==> src/rtl/logic_unit_arbiter.sv <==
// logic_unit_arbiter: fair round-robin share of one registered AND/OR/XOR/ANDN unit between two requesters.
// Latency: result appears one cycle after acceptance; sustains one accepted op per cycle.
// Backpressure: while a result is held and res_ready is low, neither requester gets ready.
// Optional build macro LOGIC_ARB_STATS_EN adds saturating per-port grant counters (grant_cnt0/1).

module logic_unit_arbiter #(
  parameter int WIDTH = 16
) (
  input  logic             clk,
  input  logic             rst_n,
  input  logic             req0_valid,
  output logic             req0_ready,
  input  logic [1:0]       req0_op,
  input  logic [WIDTH-1:0] req0_a,
  input  logic [WIDTH-1:0] req0_b,
  input  logic             req1_valid,
  output logic             req1_ready,
  input  logic [1:0]       req1_op,
  input  logic [WIDTH-1:0] req1_a,
  input  logic [WIDTH-1:0] req1_b,
  output logic             res_valid,
  input  logic             res_ready,
  output logic [WIDTH-1:0] res_data,
  output logic             res_id,
  output logic             res_zero
`ifdef LOGIC_ARB_STATS_EN
  ,
  output logic [15:0]      grant_cnt0,
  output logic [15:0]      grant_cnt1
`endif
);

  typedef enum logic {
    EMPTY = 1'b0,
    FULL  = 1'b1
  } state_t;

  localparam logic [1:0] OP_AND  = 2'b00;
  localparam logic [1:0] OP_OR   = 2'b01;
  localparam logic [1:0] OP_XOR  = 2'b10;
  localparam logic [1:0] OP_ANDN = 2'b11;

  state_t           state;
  state_t           state_nxt;
  logic             last_grant;
  logic             can_accept;
  logic             grant_vld;
  logic             grant_id;
  logic             accept;
  logic [1:0]       sel_op;
  logic [WIDTH-1:0] sel_a;
  logic [WIDTH-1:0] sel_b;
  logic [WIDTH-1:0] op_result;

  // The output slot can take a new op if it is empty or is being drained this cycle.
  assign can_accept = (state == EMPTY) | res_ready;

  // Round-robin pick: a lone requester wins outright, a tie goes to whoever did not win last.
  always_comb begin
    grant_vld = 1'b0;
    grant_id  = 1'b0;
    case ({req1_valid, req0_valid})
      2'b01: begin
        grant_vld = 1'b1;
        grant_id  = 1'b0;
      end
      2'b10: begin
        grant_vld = 1'b1;
        grant_id  = 1'b1;
      end
      2'b11: begin
        grant_vld = 1'b1;
        grant_id  = ~last_grant;
      end
      default: begin
        grant_vld = 1'b0;
        grant_id  = 1'b0;
      end
    endcase
  end

  // Readies are forced low during reset so nothing is handshaken while state is being cleared.
  assign req0_ready = rst_n & can_accept & grant_vld & ~grant_id;
  assign req1_ready = rst_n & can_accept & grant_vld &  grant_id;
  assign accept     = req0_ready | req1_ready;

  // Steer the winning requester's operands into the shared logic unit.
  always_comb begin
    sel_op = req0_op;
    sel_a  = req0_a;
    sel_b  = req0_b;
    if (grant_id) begin
      sel_op = req1_op;
      sel_a  = req1_a;
      sel_b  = req1_b;
    end
  end

  // Shared bitwise unit; all four codes are decoded so no default result is ever used.
  always_comb begin
    op_result = '0;
    case (sel_op)
      OP_AND:  op_result = sel_a & sel_b;
      OP_OR:   op_result = sel_a | sel_b;
      OP_XOR:  op_result = sel_a ^ sel_b;
      OP_ANDN: op_result = sel_a & ~sel_b;
      default: op_result = '0;
    endcase
  end

  // Output slot state register.
  always_ff @(posedge clk) begin
    if (!rst_n) begin
      state <= EMPTY;
    end else begin
      state <= state_nxt;
    end
  end

  // Next slot state: a new accept always fills it, otherwise a drain empties it.
  always_comb begin
    state_nxt = state;
    case (state)
      EMPTY: begin
        if (accept) state_nxt = FULL;
      end
      FULL: begin
        if (accept)         state_nxt = FULL;
        else if (res_ready) state_nxt = EMPTY;
      end
      default: state_nxt = EMPTY;
    endcase
  end

  assign res_valid = (state == FULL);

  // Result payload and round-robin pointer load only on an accepted op; otherwise they hold.
  always_ff @(posedge clk) begin
    if (!rst_n) begin
      res_data   <= '0;
      res_id     <= 1'b0;
      res_zero   <= 1'b0;
      last_grant <= 1'b1;
    end else if (accept) begin
      res_data   <= op_result;
      res_id     <= grant_id;
      res_zero   <= ~|op_result;
      last_grant <= grant_id;
    end
  end

`ifdef LOGIC_ARB_STATS_EN
  // Per-port accepted-op counters, saturating so a long run never wraps back to small values.
  always_ff @(posedge clk) begin
    if (!rst_n) begin
      grant_cnt0 <= '0;
      grant_cnt1 <= '0;
    end else begin
      if (req0_ready && req0_valid && (grant_cnt0 != 16'hFFFF)) grant_cnt0 <= grant_cnt0 + 16'd1;
      if (req1_ready && req1_valid && (grant_cnt1 != 16'hFFFF)) grant_cnt1 <= grant_cnt1 + 16'd1;
    end
  end
`endif

endmodule

==> config.mk <==
export PLATFORM = sky130hd
export DESIGN_NAME = logic_unit_arbiter
export DESIGN_NICKNAME = d
export VERILOG_FILES = /design/src/rtl/logic_unit_arbiter.sv
export SDC_FILE = /design/constraint.sdc
export NUM_CORES = 1
export LEC_CHECK = 0
export BUFFER_PORTS_ARGS = -buffer_cell sky130_fd_sc_hd__buf_2
export CORE_MARGIN = 2
export CORE_UTILIZATION = 48
export DETAILED_ROUTE_END_ITERATION = 16
export GPL_ROUTABILITY_DRIVEN = 0
export HOLD_SLACK_MARGIN = 0.12
export PLACE_DENSITY = 0.81
export SLEW_MARGIN = 20
export SYNTH_ARGS = -nofsm -noshare
export SYNTH_HDL_FRONTEND = slang
export SYNTH_SLANG_ARGS = --single-unit
==> constraint.sdc <==
create_clock -name clk -period 4.54 [get_ports clk]
set_input_delay 0.681 -clock clk [delete_from_list [all_inputs] [get_ports clk]]
set_output_delay 0.681 -clock clk [all_outputs]
set_load 0.03 [all_outputs]
==> results of run 1 <==
[path summary, 6_finish.rpt]
kind | cells past startpoint | start | to | slack, ps
hold reg to reg | 2 | res_data[2] | res_data[2] | 460
setup / recovery | 9 | req0_valid | res_zero | 1460
hold / removal | 2 | res_data[2] | res_data[2] | 460
setup reg to reg | 8 | last_grant | res_zero | 1680
[cell usage after synthesis]
master / instances / share of area [%]
mux2i_1: 28 / 13
o21ai_0: 25 / 6.0
dfxtp_1: 20 / 19
ha_1: 19 / 11
nand2_1: 19 / 3.4
nand3_1: 18 / 4.3
a21oi_1: 14 / 3.4
mux2i_4: 10 / 11
nand2b_1: 10 / 3.0
xor2_1: 10 / 4.2
clkbuf_1: 9 / 1.6
nor2_1: 8 / 1.4
nor2b_1: 8 / 2.4
xnor2_1: 8 / 3.4
a21oi_2: 5 / 2.1
nand4_1: 4 / 1.2
inv_1: 3 / 0.54
buf_12: 2 / 1.9
buf_4: 2 / 0.72
o211ai_1: 2 / 0.72
a211oi_1: 1 / 0.36
a21boi_0: 1 / 0.36
a21boi_4: 1 / 0.90
a31o_2: 1 / 0.42
and3_1: 1 / 0.30
and3_2: 1 / 0.36
buf_2: 1 / 0.24
buf_6: 1 / 0.54
mux2_2: 1 / 0.54
nand3b_1: 1 / 0.36
o31ai_1: 1 / 0.36
or2_0: 1 / 0.30
[per-stage QoR]
stage	std cells	util (%)	hold WS [ps]	cell area, µm²
3_5_place_dp	368	62.2	458	2540
5_1_grt	371	63.2	503	2580
4_1_cts	371	63.2	468	2580
3_3_place_gp	368	62.2	446	2540
2_1_floorplan	236	-	536	2090
6_report	371	63.2	464	2580
[cells by family after synthesis]
group / count (synthesis)
adder cells (fa/ha/maj): 19
flip-flops: 20
multiplexers: 39
XOR/XNOR: 18
AND/OR/NAND/NOR: 71
AO/OA/AOI/OAI: 51
buffers and inverters: 18
[layout make-up]
type | instances | share of cell area, %
multi-input cells | 198 | 60.9
flip-flops and latches | 20 | 15.5
clock buffers | 3 | 1.60
inverters | 3 | 0.436
repair buffers | 97 | 19.2
well taps | 50 | 2.42
[power by group through the flow]
stage | logic (W) | registers [W] | clock network (W)
5_1_grt | 0.000370 | 0.000210 | 0.000124
4_1_cts | 0.000336 | 0.000208 | 0.000118
6_report | 0.000334 | 0.000207 | 0.000115
3_3_place_gp | 0.000326 | 0.000211 | 0
2_1_floorplan | 0.000203 | 0.000252 | 0
3_5_place_dp | 0.000335 | 0.000212 | 0
[layout by cell type (no fill, tap or decap)]
cell	n
nor2b_1	8
inv_1	3
o31ai_1	1
mux2i_1	28
xnor2_1	8
a21boi_0	1
mux2i_4	10
a31o_2	1
nand3_1	18
nor2_1	8
nand2b_1	10
nand4_1	4
nand3b_1	1
buf_2	93
dfxtp_1	20
o21ai_0	25
or2_0	1
clkbuf_8	3
mux2_2	1
nand2_1	19
a211oi_1	1
ha_1	19
a21oi_1	14
xor2_1	10
and3_2	1
o211ai_1	2
a21oi_2	5
buf_4	4
a21boi_4	1
and3_1	1
[routing by layer]
layer | share of wire [%] | track usage, % | wire length (µm)
met5 | 0 | 0 | 0
met4 | 1.5 | 7.26 | 74
met3 | 6.2 | 1.73 | 307
met1 | 43 | 26.0 | 2110
met2 | 50 | 35.6 | 2440
[registers in the layout, summed over array words and instances, names as in the netlist]
name / cells
res_data: 16
last_grant: 1
res_id: 1
res_valid: 1
res_zero: 1
[tightest hold or removal path: cells and delay by family, from the launching register on]
kind               cells  cell delay, ps
DFF                    1             310
AOI/OAI and AO/OA      1              50
and+or+nand+nor        1              50
==> results.md, run 1 <==
Finish:
- Across the whole layout, storage elements account for 400 µm².
- After filler insertion, the fill cell instance count of the layout stands at 372.
- The area growth from synthesis to layout is 23.7%.
- The area occupied by multi-input gates is 1570 µm².
- In the final design database the tool counted 415 nets.
- The antenna diode instance count is 0.
- The proportion of layout cells with a drive suffix above 1 is 37.1%.

Critical path:
- The gate family responsible for the most delay along the worst path is compound AO/OA/AOI/OAI gates.
- The maximum fanout count along the critical path is 27.
- Data arrives at the worst endpoint at 3240 ps.
- The worst setup path is captured at a flop.
- The highest cell delay on the worst timing path is 830 ps.
- The data required time at the worst endpoint is 4710 ps.
- The critical path goes through buf_2 > a21boi_4 > mux2_2 > ha_1 > a21oi_1 > a21oi_1 > nand4_1 > or2_0 > o31ai_1.
- The kind of start point of the critical path is a primary input.
- Counting both buffers and inverters, the worst setup path holds a total of 1.
- The worst setup path is of the in2reg kind.
- The cell with the largest stage delay on the worst path is ha_1.
- The dominant cell type by count on the critical path is a21oi_1.

CTS:
- In this run, post-CTS repair resized a total of 0 instances.
- TritonCTS built the clock tree.
- Once the clock tree was built, the setup fixing pass inserted 0 buffers.
- The maximum buffer depth of the clock tree is 2.
- The tree built by TritonCTS fans out to 20 sinks.
- The number of hold buffers added after CTS was 0.
- Clock latency on the worst-skew pair, taken at its later pin, is 260 ps.
- In this run the number of H-tree levels came out at 1.
- The cell at the root of the clock tree is clkbuf_8.
- The number of clock buffers added by TritonCTS is 3.
- After clock tree synthesis, the clock-pin slew on the worst setup and hold paths is 70 ps.

GRT:
- The number of antenna violations at the first check in global routing is 0.
- The overall fraction of global-route tracks in use is 20.3%.
- The first-pass GRT wire length is 8320 µm.
- The overall overflow remaining after global route is 0.
- The via count of the first global-routing pass came to 1924.
- The maximum number of pins on one net before global-route repair is 35.

STA:
- The clock arrives with 1.49 ps of skew.
- The worst-margin pin slew is 807 ps.
- Measured against its own limit, the worst slew margin works out to 46.2%.
- The smallest clock period supported by the final layout is computed as 3080 ps.
- The total negative setup slack is 0 ps.
- The setup slack of the critical path after layout is 1460 ps.
- The count of endpoints failing hold in the final timing report is 0.
- The post-route clock period utilization is 67.8%.
- Setup violations remaining at the end of the flow were counted as 0.
- The peak clock frequency supported by timing is 0.325 GHz.
- Setup repair after global routing left no endpoint under its margin.
- The number of slew-limit violations in the final report is 0.

Yosys:
- The multiplexer fraction of the synthesized cell area is 24.7%.
- The mapped netlist covers 2090 µm².
- Summing the areas of all fa, ha and maj instances in the mapped netlist gives 11.4% of the synthesized area.
- The number of distinct standard cells referenced by the synthesized netlist is 32.
- The number of synthesized register bits is 20.
- The simple-gate portion of the synthesized area is 17.1%.
- The xor-xnor portion of the synthesized cell area is 7.54%.
- For this run, the register share of the synthesized area comes to 19.2%.
- Synthesis produced a netlist with a net count of 328.
- The area fraction in compound gates after synthesis is 14.6%.
- The number of warning messages in the yosys log is 0.
- The combinational family with the most area after synthesis is multiplexers.
- A synthesized cell averages 8.85 µm².
- The post-synthesis cell count is 236.

Detailed routing:
- The number of vias per cell is 5.33.
- The number of detailed-route iterations in the first pass is 4.
- In this run the remaining antenna-violating nets after routing total 0.
- The initial DRC count is 120.
- In the final routed layout, each cell accounts on average for 13.3 µm.
- The post-detailed-routing wire length is 4930 µm.
- For this block, the via count after detailed routing is 1977.
- For this run, design rule violations remaining after detail routing come to 0.

Die:
- 94 I/O pins were placed.
- In this run the standard cell core region covers 4090 µm².
- The total number of placement rows is 23.
- The initial utilization of the core area, before any placement, comes to 51.1%.
- The die covers 4900 µm².
- The width of the die is 70.0 µm.
- The die extent in y is 70.0 µm.

Power:
- Overall power consumption after layout is estimated at 0.000657 W.
- Of the total power, registers draw 31.6%.
- The total power density per cell area is 254 nW/µm².
- The worst voltage drop across the vdd grid is 0.126 mV.
- Internal power comes to 0.000396 W.
- The combinational fraction of design power is 50.9%.
- In this run switching power makes up 39.8% of total power.
- For this design the total switching power over the nets is 0.000262 W.
- The clock network is responsible for 17.5% of the overall power.
- Summed over all cells, the static leakage comes to 1.20 nW.

Place:
- The number of I/O port buffers is 93.
- Detailed placement finished with a half-perimeter wire length of 4040 µm.
- At the placement stage, the worst setup path has a slack of 1260 ps.

Hold path:
- In this run the worst hold path is classified as reg2reg.

Outcome:
- The run finished with clean final reports.

Flow run:
- Across the run, the number of max-cap violations was 0.
Power figures use the tool's default switching activity.
==> run 2: changes to the inputs <==
--- a/config.mk
+++ b/config.mk
@@ -7,11 +7,11 @@
 export LEC_CHECK = 0
 export BUFFER_PORTS_ARGS = -buffer_cell sky130_fd_sc_hd__buf_2
 export CORE_MARGIN = 2
-export CORE_UTILIZATION = 48
+export CORE_UTILIZATION = 43
 export DETAILED_ROUTE_END_ITERATION = 16
 export GPL_ROUTABILITY_DRIVEN = 0
 export HOLD_SLACK_MARGIN = 0.12
-export PLACE_DENSITY = 0.81
+export PLACE_DENSITY = 0.77
 export SLEW_MARGIN = 20
 export SYNTH_ARGS = -nofsm -noshare
 export SYNTH_HDL_FRONTEND = slang
==> constraint.sdc (replaced) <==
create_clock -name clk -period 2.5 [get_ports clk]
set_input_delay 0.375 -clock clk [delete_from_list [all_inputs] [get_ports clk]]
set_output_delay 0.375 -clock clk [all_outputs]
set_load 0.03 [all_outputs]
==> results.md, run 2 (synthesis gave the netlist of run 1 again) <==
Outcome:
- The run finished with clean final reports.

STA:
- The worst path in the final design needs a cycle of 2360 ps, including I/O delays and setup.
- The clock skew after layout is 1.09 ps.
- The number of slew-limit violations in the final report is 0.
- The number of setup violations in the final report is 0.
- The normalized max-slew margin is 72.7%.
- The peak clock frequency supported by timing is 0.424 GHz.
- The count of endpoints failing hold in the final timing report is 0.
- The worst-margin pin slew is 410 ps.
- After layout, the worst path uses 94.4% of the clock period.
- In the post-route analysis, the smallest setup slack over all paths is 140 ps.

GRT:
- The number of antenna violations at the first check in global routing is 0.
- The maximum number of pins on one net before global-route repair is 27.
- The first global-routing pass estimated 7360 µm of wire.
- The overall overflow remaining after global route is 0.
- The via count of the first global-routing pass is 1674.
- The overall fraction of global-route tracks in use is 16.9%.

CTS:
- The cell at the root of the clock tree is clkbuf_8.
- TritonCTS created 3 clock buffers.
- At the later pin of the worst-skew pair, clock insertion delay measures 260 ps.
- The maximum buffer depth of the clock tree is 2.
- In this run the number of H-tree levels came out at 1.
- Clock tree synthesis found a total of 20 sinks.
- The clock transition at the registers of the reported paths is 70 ps.
- The TritonCTS clock tree is built.

Detailed routing:
- Dividing the detail-routed via count by the number of cells gives 5.14.
- The number of detailed-route iterations in the first pass is 4.
- The initial DRC count is 81.
- The number of vias after detailed routing is 1998.
- The post-detailed-routing wire length is 5000 µm.
- After detailed routing, the number of remaining DRC violations is 0.
- The count of antenna-violating nets left after detailed routing is 0.
- Dividing the detail-routed wire length by the instance count gives 12.8 µm.

Die:
- The width of the die is 73.7 µm.
- The die extent in y is 73.7 µm.
- The total number of placement rows is 25.
- For this configuration, the core starts out at a cell density of 44.5%.
- The core area is 4690 µm².
- 94 I/O pins were placed.
- The area of the die is 5430 µm².

Place:
- The half-perimeter wire length after detailed placement is 3940 µm.
- The post-placement worst setup slack is -20.8 ps.
- The number of I/O port buffers is 93.

Critical path:
- The worst setup path is captured at a flop.
- The worst setup path is launched from a flop.
- For the worst setup path, the data required time is 2680 ps.
- The worst reg-to-reg path cell count is 11.
- The worst setup path is of the reg2reg kind.
- The arrival time reported for the critical path endpoint is 2540 ps.
- Of all nets on the critical path, the largest fanout is 13.

Finish:
- The final cell utilization of the core is 60.3%.
- The number of nets in the final layout is 428.
- The flip-flop count of the largest register, all copies and words added is 16.
- The top cell types in the final layout, fill and taps aside, are buf_2 (93), o21ai_0 (23), mux2i_1 (22).
- Leaving out fill and tap cells, the most frequent cell in the layout is buf_2.
- The filler cell count in the final layout is 390.
- In the final layout, the share of cells above drive strength 1 is 43.6%.
- The antenna diode instance count is 0.
- From synthesis to final layout, the design area changed by 35.4%.
- The register with the most flip-flops is res_data.

Hold path:
- The type of the tightest min-delay check is in2reg.
- Counting instances, the worst hold path has a depth of 3.

Power:
- The total power is 0.00138 W.
- Across the VDD grid, the largest voltage drop is 0.392 mV.
- Dividing total power by cell area gives a power density of 489 nW/µm².
- The static power due to leakage is 1.29 nW.

Flow run:
- The reported max-cap violation count is 0.
run 2: cell count changes in the layout (fill, tap and decap cells not counted), moves of 2 or more:
cell     change
buf_6        +4
inv_2        +2
o21ai_0      -2
buf_4        +7
mux2i_4      +2
o21ai_1      +2
mux2i_1      -6
mux2i_2      +4
ha_4         +2
ha_1         -2
inv_1        -2
run 2: through the flow:
| step | area, µm² | setup TNS, ps | hold WS, ps | cells |
|---|---|---|---|---|
| 2_1_floorplan | 2210 | -159 | 536 | 236 |
| 3_3_place_gp | 2670 | 0 | 442 | 380 |
| 3_5_place_dp | 2670 | -20.8 | 444 | 380 |
| 4_1_cts | 2740 | 0 | 428 | 384 |
| 5_1_grt | 2830 | -2.75 | 463 | 389 |
| 6_report | 2830 | 0 | 428 | 389 |
run 2: path summary, 6_finish.rpt:
| check | from | to | slack (ps) |
|---|---|---|---|
| setup / recovery | last_grant | res_zero | 140 |
| hold / removal | req1_valid | last_grant | 430 |
| setup reg to reg | last_grant | res_zero | 140 |
| hold reg to reg | res_data[2] | res_data[2] | 460 |
run 2: power by group:
group / switching, W / internal, W
Sequential: 0.0000194 / 0.000358
Clock: 0.000104 / 0.000214
Combinational: 0.000379 / 0.000310
Total: 0.000502 / 0.000882
run 2: layer usage:
layer | GRT usage (%) | routed length (µm)
met5 | 0 | 0
met4 | 5.45 | 86
met3 | 1.10 | 203
met2 | 28.1 | 2390
met1 | 23.1 | 2310
run 2: worst max-delay path: stages (launching register included):
cell and delay [ps]:
dfxtp_2 340, a21boi_4 200, buf_12 140, mux2i_4 250
buf_6 130, ha_4 210, buf_8 140, nor2b_1 140
a21oi_2 170, nand4_1 110, or2_0 230, o31ai_1 210
run 2: what timing repair did:
| action | CTS | global route |
|---|---|---|
| buffers inserted | 0 | 5 |
| resized for setup | 0 | 15 |
| endpoints found under the setup margin | 0 | 1 |
| hold buffers | 0 | 0 |
run 2: layout make-up:
class	instances	area [µm²]	share of cell area (%)
clock buffers	3	41.3	1.46
multi-input cells	198	1650	58.3
clock inverters	1	30.0	1.06
well taps	54	67.6	2.39
inverters	3	11.3	0.398
flip-flops and latches	20	402	14.2
repair buffers	110	628	22.2
